$ cat src/rtl/cpu_params_pkg.sv
// Shared CPU build parameters: address/line geometry, fill FSM states and tag sizing.
package cpu_params_pkg;

    localparam int unsigned CPU_PC_SZ  = 32;
    localparam int unsigned CPU_CL_LEN = 32;
    localparam int unsigned CL_WORDS   = CPU_CL_LEN / 4;

    typedef enum logic [1:0] {
        IDLE = 2'd0,
        FILL = 2'd1,
        ACK  = 2'd2
    } ic_state_e;

    function automatic int unsigned cl_words(input int unsigned cl_len);
        return cl_len / 4;
    endfunction

    function automatic int unsigned tag_width(input int unsigned pc_sz, input int unsigned cl_len);
        return pc_sz - $clog2(cl_len);
    endfunction

endpackage

$ cat src/rtl/ic_fill_ctrl.sv
// Instruction-cache line fill controller: one-line buffer between the core's
// fetch port and a word-wide block RAM, refilled one word per memory handshake.
module ic_fill_ctrl
    import cpu_params_pkg::*;
#(
    parameter int unsigned PC_SZ  = CPU_PC_SZ,
    parameter int unsigned CL_LEN = CPU_CL_LEN
) (
    input  logic                clk_in,
    input  logic                reset_in,
    input  logic                ic_req,
    input  logic [PC_SZ-1:0]    ic_addr,
    input  logic                ic_flush,
    output logic                ic_ack,
    output logic [CL_LEN*8-1:0] ic_ack_data,
    output logic                mem_req,
    output logic [PC_SZ-1:0]    mem_addr,
    input  logic                mem_ack,
    input  logic [31:0]         mem_rd_data
);

    localparam int unsigned N_WORDS = cl_words(CL_LEN);
    localparam int unsigned OFF_W   = $clog2(CL_LEN);
    localparam int unsigned TAG_W   = tag_width(PC_SZ, CL_LEN);
    localparam int unsigned CNT_W   = (N_WORDS > 1) ? $clog2(N_WORDS) : 1;
    localparam logic [CNT_W-1:0] LAST_WORD = CNT_W'(N_WORDS - 1);

    ic_state_e          state_q, state_d;
    logic               valid_q, valid_d;
    logic [TAG_W-1:0]   tag_q, tag_d;
    logic [PC_SZ-1:0]   base_q, base_d;
    logic [CNT_W-1:0]   cnt_q, cnt_d;
    logic               mem_req_q, mem_req_d;
    logic [PC_SZ-1:0]   mem_addr_q, mem_addr_d;
    logic               ic_ack_q, ic_ack_d;
    logic               flushed_q, flushed_d;
    logic               dropped_q, dropped_d;
    logic [31:0]        line_q [N_WORDS];

    logic [TAG_W-1:0]   req_tag;
    logic               hit;
    logic               beat;
    logic [CNT_W-1:0]   cnt_nxt;
    logic               unused_addr_bits;

    assign req_tag          = ic_addr[PC_SZ-1:OFF_W];
    assign unused_addr_bits = ^ic_addr[OFF_W-1:0];
    assign hit              = valid_q && (tag_q == req_tag);
    assign beat             = (state_q == FILL) && mem_req_q && mem_ack;
    assign cnt_nxt          = CNT_W'(cnt_q + 1'b1);

    assign ic_ack   = ic_ack_q;
    assign mem_req  = mem_req_q;
    assign mem_addr = mem_addr_q;

    // State and control registers
    always_ff @(posedge clk_in) begin
        if (reset_in) begin
            state_q    <= IDLE;
            valid_q    <= 1'b0;
            tag_q      <= '0;
            base_q     <= '0;
            cnt_q      <= '0;
            mem_req_q  <= 1'b0;
            mem_addr_q <= '0;
            ic_ack_q   <= 1'b0;
            flushed_q  <= 1'b0;
            dropped_q  <= 1'b0;
        end else begin
            state_q    <= state_d;
            valid_q    <= valid_d;
            tag_q      <= tag_d;
            base_q     <= base_d;
            cnt_q      <= cnt_d;
            mem_req_q  <= mem_req_d;
            mem_addr_q <= mem_addr_d;
            ic_ack_q   <= ic_ack_d;
            flushed_q  <= flushed_d;
            dropped_q  <= dropped_d;
        end
    end

    // Line data is deliberately not reset; a beat arriving during reset is dropped
    always_ff @(posedge clk_in) begin
        if (beat && !reset_in) begin
            line_q[cnt_q] <= mem_rd_data;
        end
    end

    // Next-state and registered-output logic
    always_comb begin
        state_d    = state_q;
        valid_d    = valid_q;
        tag_d      = tag_q;
        base_d     = base_q;
        cnt_d      = cnt_q;
        mem_req_d  = mem_req_q;
        mem_addr_d = mem_addr_q;
        ic_ack_d   = 1'b0;
        flushed_d  = flushed_q;
        dropped_d  = dropped_q;

        unique case (state_q)
            IDLE: begin
                if (ic_req && !ic_flush && hit) begin
                    state_d  = ACK;
                    ic_ack_d = 1'b1;
                end else if (ic_req) begin
                    base_d     = {req_tag, {OFF_W{1'b0}}};
                    cnt_d      = '0;
                    valid_d    = 1'b0;
                    flushed_d  = 1'b0;
                    dropped_d  = 1'b0;
                    mem_req_d  = 1'b1;
                    mem_addr_d = {req_tag, {OFF_W{1'b0}}};
                    state_d    = FILL;
                end else if (ic_flush) begin
                    valid_d = 1'b0;
                end
            end

            FILL: begin
                if (ic_flush) flushed_d = 1'b1;
                if (!ic_req)  dropped_d = 1'b1;
                if (beat) begin
                    cnt_d = cnt_nxt;
                    if (cnt_q == LAST_WORD) begin
                        mem_req_d = 1'b0;
                        valid_d   = !(flushed_q || ic_flush);
                        tag_d     = base_q[PC_SZ-1:OFF_W];
                        // A requester that walked away still gets the line buffered
                        if (dropped_q || !ic_req) begin
                            state_d = IDLE;
                        end else begin
                            state_d  = ACK;
                            ic_ack_d = 1'b1;
                        end
                    end else begin
                        mem_addr_d = base_q + (PC_SZ'(cnt_nxt) << 2);
                    end
                end
            end

            ACK: begin
                state_d = IDLE;
                if (ic_flush) valid_d = 1'b0;
            end

            default: begin
                state_d = IDLE;
            end
        endcase
    end

    always_comb begin
        ic_ack_data = '0;
        for (int i = 0; i < N_WORDS; i++) begin
            ic_ack_data[32*i +: 32] = line_q[i];
        end
    end

endmodule

$ cat config.mk
export PLATFORM = sky130hd
export DESIGN_NAME = ic_fill_ctrl
export DESIGN_NICKNAME = d
export VERILOG_FILES = /design/src/rtl/cpu_params_pkg.sv /design/src/rtl/ic_fill_ctrl.sv
export SDC_FILE = /design/constraint.sdc
export NUM_CORES = 1
export LEC_CHECK = 0
export ABC_AREA = 0
export ABC_CLOCK_PERIOD_IN_PS = 7030
export BUFFER_PORTS_ARGS = -buffer_cell sky130_fd_sc_hd__buf_4
export CORE_MARGIN = 5
export CORE_UTILIZATION = 36
export CTS_CLUSTER_SIZE = 20
export DETAILED_ROUTE_END_ITERATION = 8
export GPL_TIMING_DRIVEN = 0
export RECOVER_POWER = 50
export SETUP_SLACK_MARGIN = 0.02
export SYNTH_ARGS = -nofsm -noshare
export SYNTH_HDL_FRONTEND = slang
export SYNTH_SLANG_ARGS = --single-unit
export TNS_END_PERCENT = 10
$ cat constraint.sdc
create_clock -name clk_in -period 7.03 [get_ports clk_in]
set_input_delay 0.703 -clock clk_in [delete_from_list [all_inputs] [get_ports clk_in]]
set_output_delay 0.703 -clock clk_in [all_outputs]
set_load 0.01 [all_outputs]
==> results of run 1 <==
how the worst min path moves through the flow:
stage / slack, ns / endpoint / start / cells past startpoint
5_1_grt: 0.44 / base_q[19] / ic_addr[19] / 3
3_3_place_gp: 0.45 / tag_q[17] / tag_q[17] / 2
2_1_floorplan: 0.44 / tag_q[0] / base_q[5] / 2
4_1_cts: 0.40 / line_q[7][4] / mem_rd_data[4] / 1
6_report: 0.45 / base_q[23] / ic_addr[23] / 3
3_5_place_dp: 0.46 / tag_q[14] / tag_q[14] / 2
per-stage QoR:
step	util	hold WS [ns]	setup WS, ns
2_1_floorplan	-	0.4438	3.063
3_3_place_gp	0.4635	0.4534	0.5695
3_5_place_dp	0.4709	0.4583	3.886
4_1_cts	0.5083	0.3981	3.892
5_1_grt	0.4827	0.4445	3.720
6_report	0.4827	0.4548	3.945
worst max-delay path, stage by stage, from the launching register on:
cell and delay, ns:
dfxtp_1 0.33, inv_1 0.08, ha_1 0.21, buf_2 0.29
nand3_1 0.18, or3_1 0.50, nor3_2 0.76, buf_8 0.24
buf_6 0.18
layer usage:
metal | wire [µm] | GRT usage
met3 | 2980 | 0.05156
met2 | 16810 | 0.3024
met4 | 739 | 0.04608
met1 | 13930 | 0.2169
met5 | 0 | 0
power breakdown:
part,internal (W),switching (W)
clock network,0.00114,0.000783
logic,0.000116,0.000175
registers,0.00225,0.0000284
kinds of logic after synthesis:
kind of cell / Yosys count / synth area share
multiplexers: 59 / 0.04940
adder cells (fa/ha/maj): 6 / 0.006267
AO/OA/AOI/OAI: 100 / 0.04565
other: 1 / 0.0003130
buffers and inverters: 44 / 0.01661
flip-flops: 350 / 0.7988
XOR/XNOR: 27 / 0.01974
AND/OR/NAND/NOR: 163 / 0.06319
registers in the layout, summed over array words and instances, names as in the netlist:
name,count
flushed_q,1
valid_q,1
ic_ack,1
state_q,2
base_q,27
cnt_q,3
line_q,256
mem_req,1
mem_addr,30
dropped_q,1
tag_q,27
cell usage in the layout (no fill, tap or decap), drive strengths merged, types with 2 or more instances in the layout:
cell type,netlist,final
nand3b,2,2
a31o,3,3
clkinv,1,21
or3,28,28
nand2,66,66
a21oi,57,57
nand2b,3,3
o21ai,31,31
conb,1,2
xor2,27,27
nand4,2,2
nor2,40,40
nor4,7,7
bufinv,0,3
edfxtp,256,256
nor2b,2,2
inv,6,6
dfxtp,94,94
nand3,3,3
ha,6,6
nor3,7,7
clkbuf,25,293
mux2i,58,58
buf,12,150
area by class of cell:
cell class,instances,share of cell area
flip-flops and latches,350,0.6063
multi-input cells,357,0.1438
repair buffers,361,0.1249
clock buffers,45,0.06389
well taps,442,0.03504
clock inverters,23,0.01356
plain buffers,37,0.01094
inverters,7,0.001665
==> qor.yml, run 1 <==
outcome:
  status: "complete, no violations"
die:
  num_rows: 66
  start_util: 0.3663
  fp.dieH_um: 192.4
  core_region_area_um2: 32700
  die_x_um: 192.4
  pin_count: 359
  dieArea_um2: 37020
flow_run:
  maxCapViolCount: 0
clock_network:
  clock_sinks: 350
  root_buffer: "clkbuf_16"
  clkLatencyLatePin_ns: 0.51
  cts_buffers: 38
  post_cts_buffers: 0
  cts_tree: "done"
  clockBufferDepth: 3
  h-tree-depth: 2
  cts-resized-gates: 0
  cts_hold_buf: 0
  cts.clk_slew.worst_paths_ns: 0.06
logic_synthesis:
  ys_seq_area_frac: 0.7988
  synth_edf_count: 256
  yosysMostFrequentCell: "edfxtp_1"
  synth.area.top_cells: "edfxtp_1, dfxtp_1, mux2i_1"
  synth-seq-cells: 350
  yosys.area.top_type_share: 0.6417
  synthTopCellsByCount: "edfxtp_1, dfxtp_1, nand2_1"
  synth-main-ff-cell: "edfxtp_1"
  yosys_warnings: 0
  avgSynthCellArea_um2: 15.97
  syn_inst: 750
  synth_top_area_cell: "edfxtp_1"
  synth.cell_area_um2: 11980
  yosys.cell_types.count: 41
  synth-async-reset-ratio: 0
global_route:
  track_usage: 0.1755
  antenna_found_initial: 0
  grt_pass1_vias: 7640
  grt-ovfl-total: 0
  grt_pass1_wl_um: 49020
  grt_max_degree: 27
critical_path:
  cp.required_ns: 7.24
  r2r_setup_slack_ns: 3.94
  critPathMaxFanout: 10
  rr_endpoint: "line_q[0][23]"
  cp-start-kind: "flip-flop"
  reg2reg_depth: 8
  crit_end: "line_q[0][23]"
  arrival_ns: 3.30
  crit_start: "state_q[1]"
  reg2reg_from: "state_q[1]"
  crit_path_end_kind: "flip-flop"
  critical_path_class: "flip-flop to flip-flop"
route:
  drtPass1Iterations: 5
  routed_wl_um: 34460
  drtAntennaViolNets: 0
  drtIter0Drc: 409
  route.vias.total: 7572
  post_drt_via_cell_ratio: 4.668
  drcViolationCount: 0
  routedWlPerCell_um: 21.24
final_layout:
  multi_input_area_um2: 2270
  synthToLayoutAreaGrowth_pct: 31.76
  nFillCells: 3026
  layoutNonFillerInstCount: 1622
  stdcell_area_um2: 15780
  drive_above_1_share: 0.1864
  fin_nets: 1227
  seq_area_um2: 9569
  antennaDiodeCount: 0
timing:
  rsz0062_at_grt: "no"
  setup_viol: 0
  finalCriticalPeriod_ns: 3.085
  setup-tns-final_ns: 0
  fin_crit_sh: 0.4389
  clock_skew_ns: 0.01324
  fmaxAchievable_ghz: 0.3241
  drv_slew: 0
  max_slew.worst_pin.slew_ns: 0.9398
  slew_headroom: 0.3700
  finalHoldViolations: 0
power:
  fin_total_pwr_w: 0.004497
  leakage_nw: 5.503
  power_density_nw_per_um2: 284.9
  peakVddDrop_mv: 0.1385
placed_design:
  port_buffers: 349
  gp_congestion: 0.8224
  hpwlAfterDp_um: 25780
  placed_cells: 1554
  placed_cell_area_um2: 15400
min_path:
  hold_class: "input pin to flip-flop"
(Power assumes the default switching activity.)
==> run 2: changes to the inputs <==
- ABC_CLOCK_PERIOD_IN_PS: 7030 -> 2900
- clock period: 7.03 -> 2.9 ns (I/O delays scaled with it)
==> run 2 against run 1 <==
Compared with the run above:
- die area unchanged
- routed wire length up 1.5%
- sequential power grew 140%
- worst setup slack lost 3.7 ns
- combinational power up 150%
- sequential share of layout area decreased by 1.1 points
- critical path type unchanged
- critical endpoint is now line_q[0][16]
- via count up 1.3%
- clock-buffer cell count grew 3
- clock skew increased by 0.00099 ns
- utilization rose by 0.86 points
- global-route usage is 0.33 points higher
- largest cell class unchanged
==> qor.yml, run 2 (same netlist as run 1, synthesis figures left out) <==
outcome:
  status: "complete, no violations"
timing:
  setup_slack_ns: 0.2331
  fmaxAchievable_ghz: 0.3750
  finalHoldViolations: 0
  slew_headroom: 0.5736
  max_slew.worst_pin.slew_ns: 0.6396
  setup-tns-final_ns: 0
  finalCriticalPeriod_ns: 2.667
  fin_crit_sh: 0.9196
  clock_skew_ns: 0.01423
  drv_slew: 0
  setup_viol: 0
  rsz0062_at_grt: "no"
global_route:
  grt_pass1_wl_um: 50090
  grt_pass1_vias: 7619
  grt-ovfl-total: 0
  track_usage: 0.1787
  grt_max_degree: 27
  antenna_found_initial: 0
final_layout:
  final_cell_mix: "edfxtp_1, clkbuf_1, buf_4, dfxtp_1, nand2_1"
  drive_above_1_share: 0.1837
  antennaDiodeCount: 0
  fin_nets: 1248
  postLayoutCoreUtil: 0.4913
  nFillCells: 3053
  regMostFlops: "line_q"
  layout_commonest_cell: "edfxtp_1"
  synthToLayoutAreaGrowth_pct: 34.11
  largest_reg_flops: 256
route:
  routedWlPerCell_um: 21.26
  post_drt_via_cell_ratio: 4.663
  drtPass1Iterations: 4
  drcViolationCount: 0
  drtIter0Drc: 450
  routed_wl_um: 34970
  route.vias.total: 7670
  drtAntennaViolNets: 0
clock_network:
  cts.clk_slew.worst_paths_ns: 0.06
  clkLatencyLatePin_ns: 0.51
  clockBufferDepth: 3
  h-tree-depth: 2
  clock_sinks: 350
  root_buffer: "clkbuf_16"
  cts_tree: "done"
  cts_buffers: 38
die:
  num_rows: 66
  core_region_area_um2: 32700
  start_util: 0.3663
  pin_count: 359
  die_x_um: 192.4
  dieArea_um2: 37020
  fp.dieH_um: 192.4
critical_path:
  critPathMaxFanout: 14
  arrival_ns: 2.88
  r2r_setup_slack_ns: 0.23
  cp.required_ns: 3.11
  crit_path_end_kind: "flip-flop"
  cp-start-kind: "flip-flop"
  critical_path_class: "flip-flop to flip-flop"
placed_design:
  port_buffers: 349
  gp_congestion: 0.8283
  hpwlAfterDp_um: 25700
  dp_slack_ns: 0.07822
power:
  peakVddDrop_mv: 0.3362
  leakage_nw: 5.596
  power_density_nw_per_um2: 680.2
flow_run:
  maxCapViolCount: 0
min_path:
  hold_class: "input pin to flip-flop"
==> run 2: changes by cell type in the layout (fill, tap and decap cells not counted), moves of 4 or more <==
cell / previous run / this run
buf_6: 6 / 2
clkinv_1: 6 / 12
buf_4: 130 / 135
buf_16: 0 / 4
dlygate4sd3_1: 0 / 16
clkinv_2: 11 / 5
==> run 2: final timing paths <==
kind                                  start             to  cells past startpoint
worst min-delay path            ic_addr[21]     base_q[21]                      3
worst max register to register   state_q[1]  line_q[0][16]                      8
worst min register to register    tag_q[19]      tag_q[19]                      2
worst max-delay path             state_q[1]  line_q[0][16]                      8
==> run 2: area by class of cell <==
type / count / area [µm²] / share of cell area
Sequential cell: 350 / 9569 / 0.5956
Multi-Input combinational cell: 357 / 2287 / 0.1424
Timing Repair Buffer: 382 / 2228 / 0.1387
Clock buffer: 48 / 1051 / 0.06542
Tap cell: 442 / 553.0 / 0.03442
Clock inverter: 22 / 177.7 / 0.01106
Buffer: 37 / 172.7 / 0.01075
Inverter: 7 / 26.28 / 0.001636
==> run 2: power by group <==
| group | internal, W | total [W] | switching (W) |
|---|---|---|---|
| registers | 0.00546 | 0.00553 | 0.0000679 |
| clock network | 0.00276 | 0.00467 | 0.00192 |
| logic | 0.000291 | 0.000721 | 0.000430 |
| total | 0.00851 | 0.0109 | 0.00241 |
==> run 2: what timing repair did <==
| item | 4_1_cts | 5_1_grt |
|---|---|---|
| endpoints found under the setup margin | 0 | 44 |
| hold buffers | 16 | 0 |
| endpoints found under the hold margin | 114 | 0 |
| resized for setup | 0 | 1 |
| buffers inserted | 0 | 7 |
==> run 2: through the flow <==
step / area [µm²] / total power, W / std cells / hold slack, ns
after global routing: 16070 / 0.01134 / 1645 / 0.02862
final: 16070 / 0.01093 / 1645 / 0.04781
after global placement: 15170 / 0.006391 / 1542 / 0.4536
after floorplan: 11990 / 0.006046 / 751 / 0.3889
after CTS: 16830 / 0.01110 / 1638 / 0.0001825
after detailed placement: 15440 / 0.006402 / 1552 / 0.4601
==> run 2: worst max-delay path, stage by stage, from the launching register on <==
cell and delay [ns]:
dfxtp_1 0.34, inv_1 0.09, ha_1 0.20, buf_2 0.30, nand3_1 0.18, or3_4 0.43, nor3_4 0.36, buf_8 0.25
buf_16 0.18
==> run 2: metal layers <==
metal	up-vias	global-route usage	wire, µm
li1	3604	-	-
met1	3671	0.2197	13670
met2	350	0.3102	17180
met3	45	0.05264	3380
met4	0	0.04498	738
met5	-	0	0
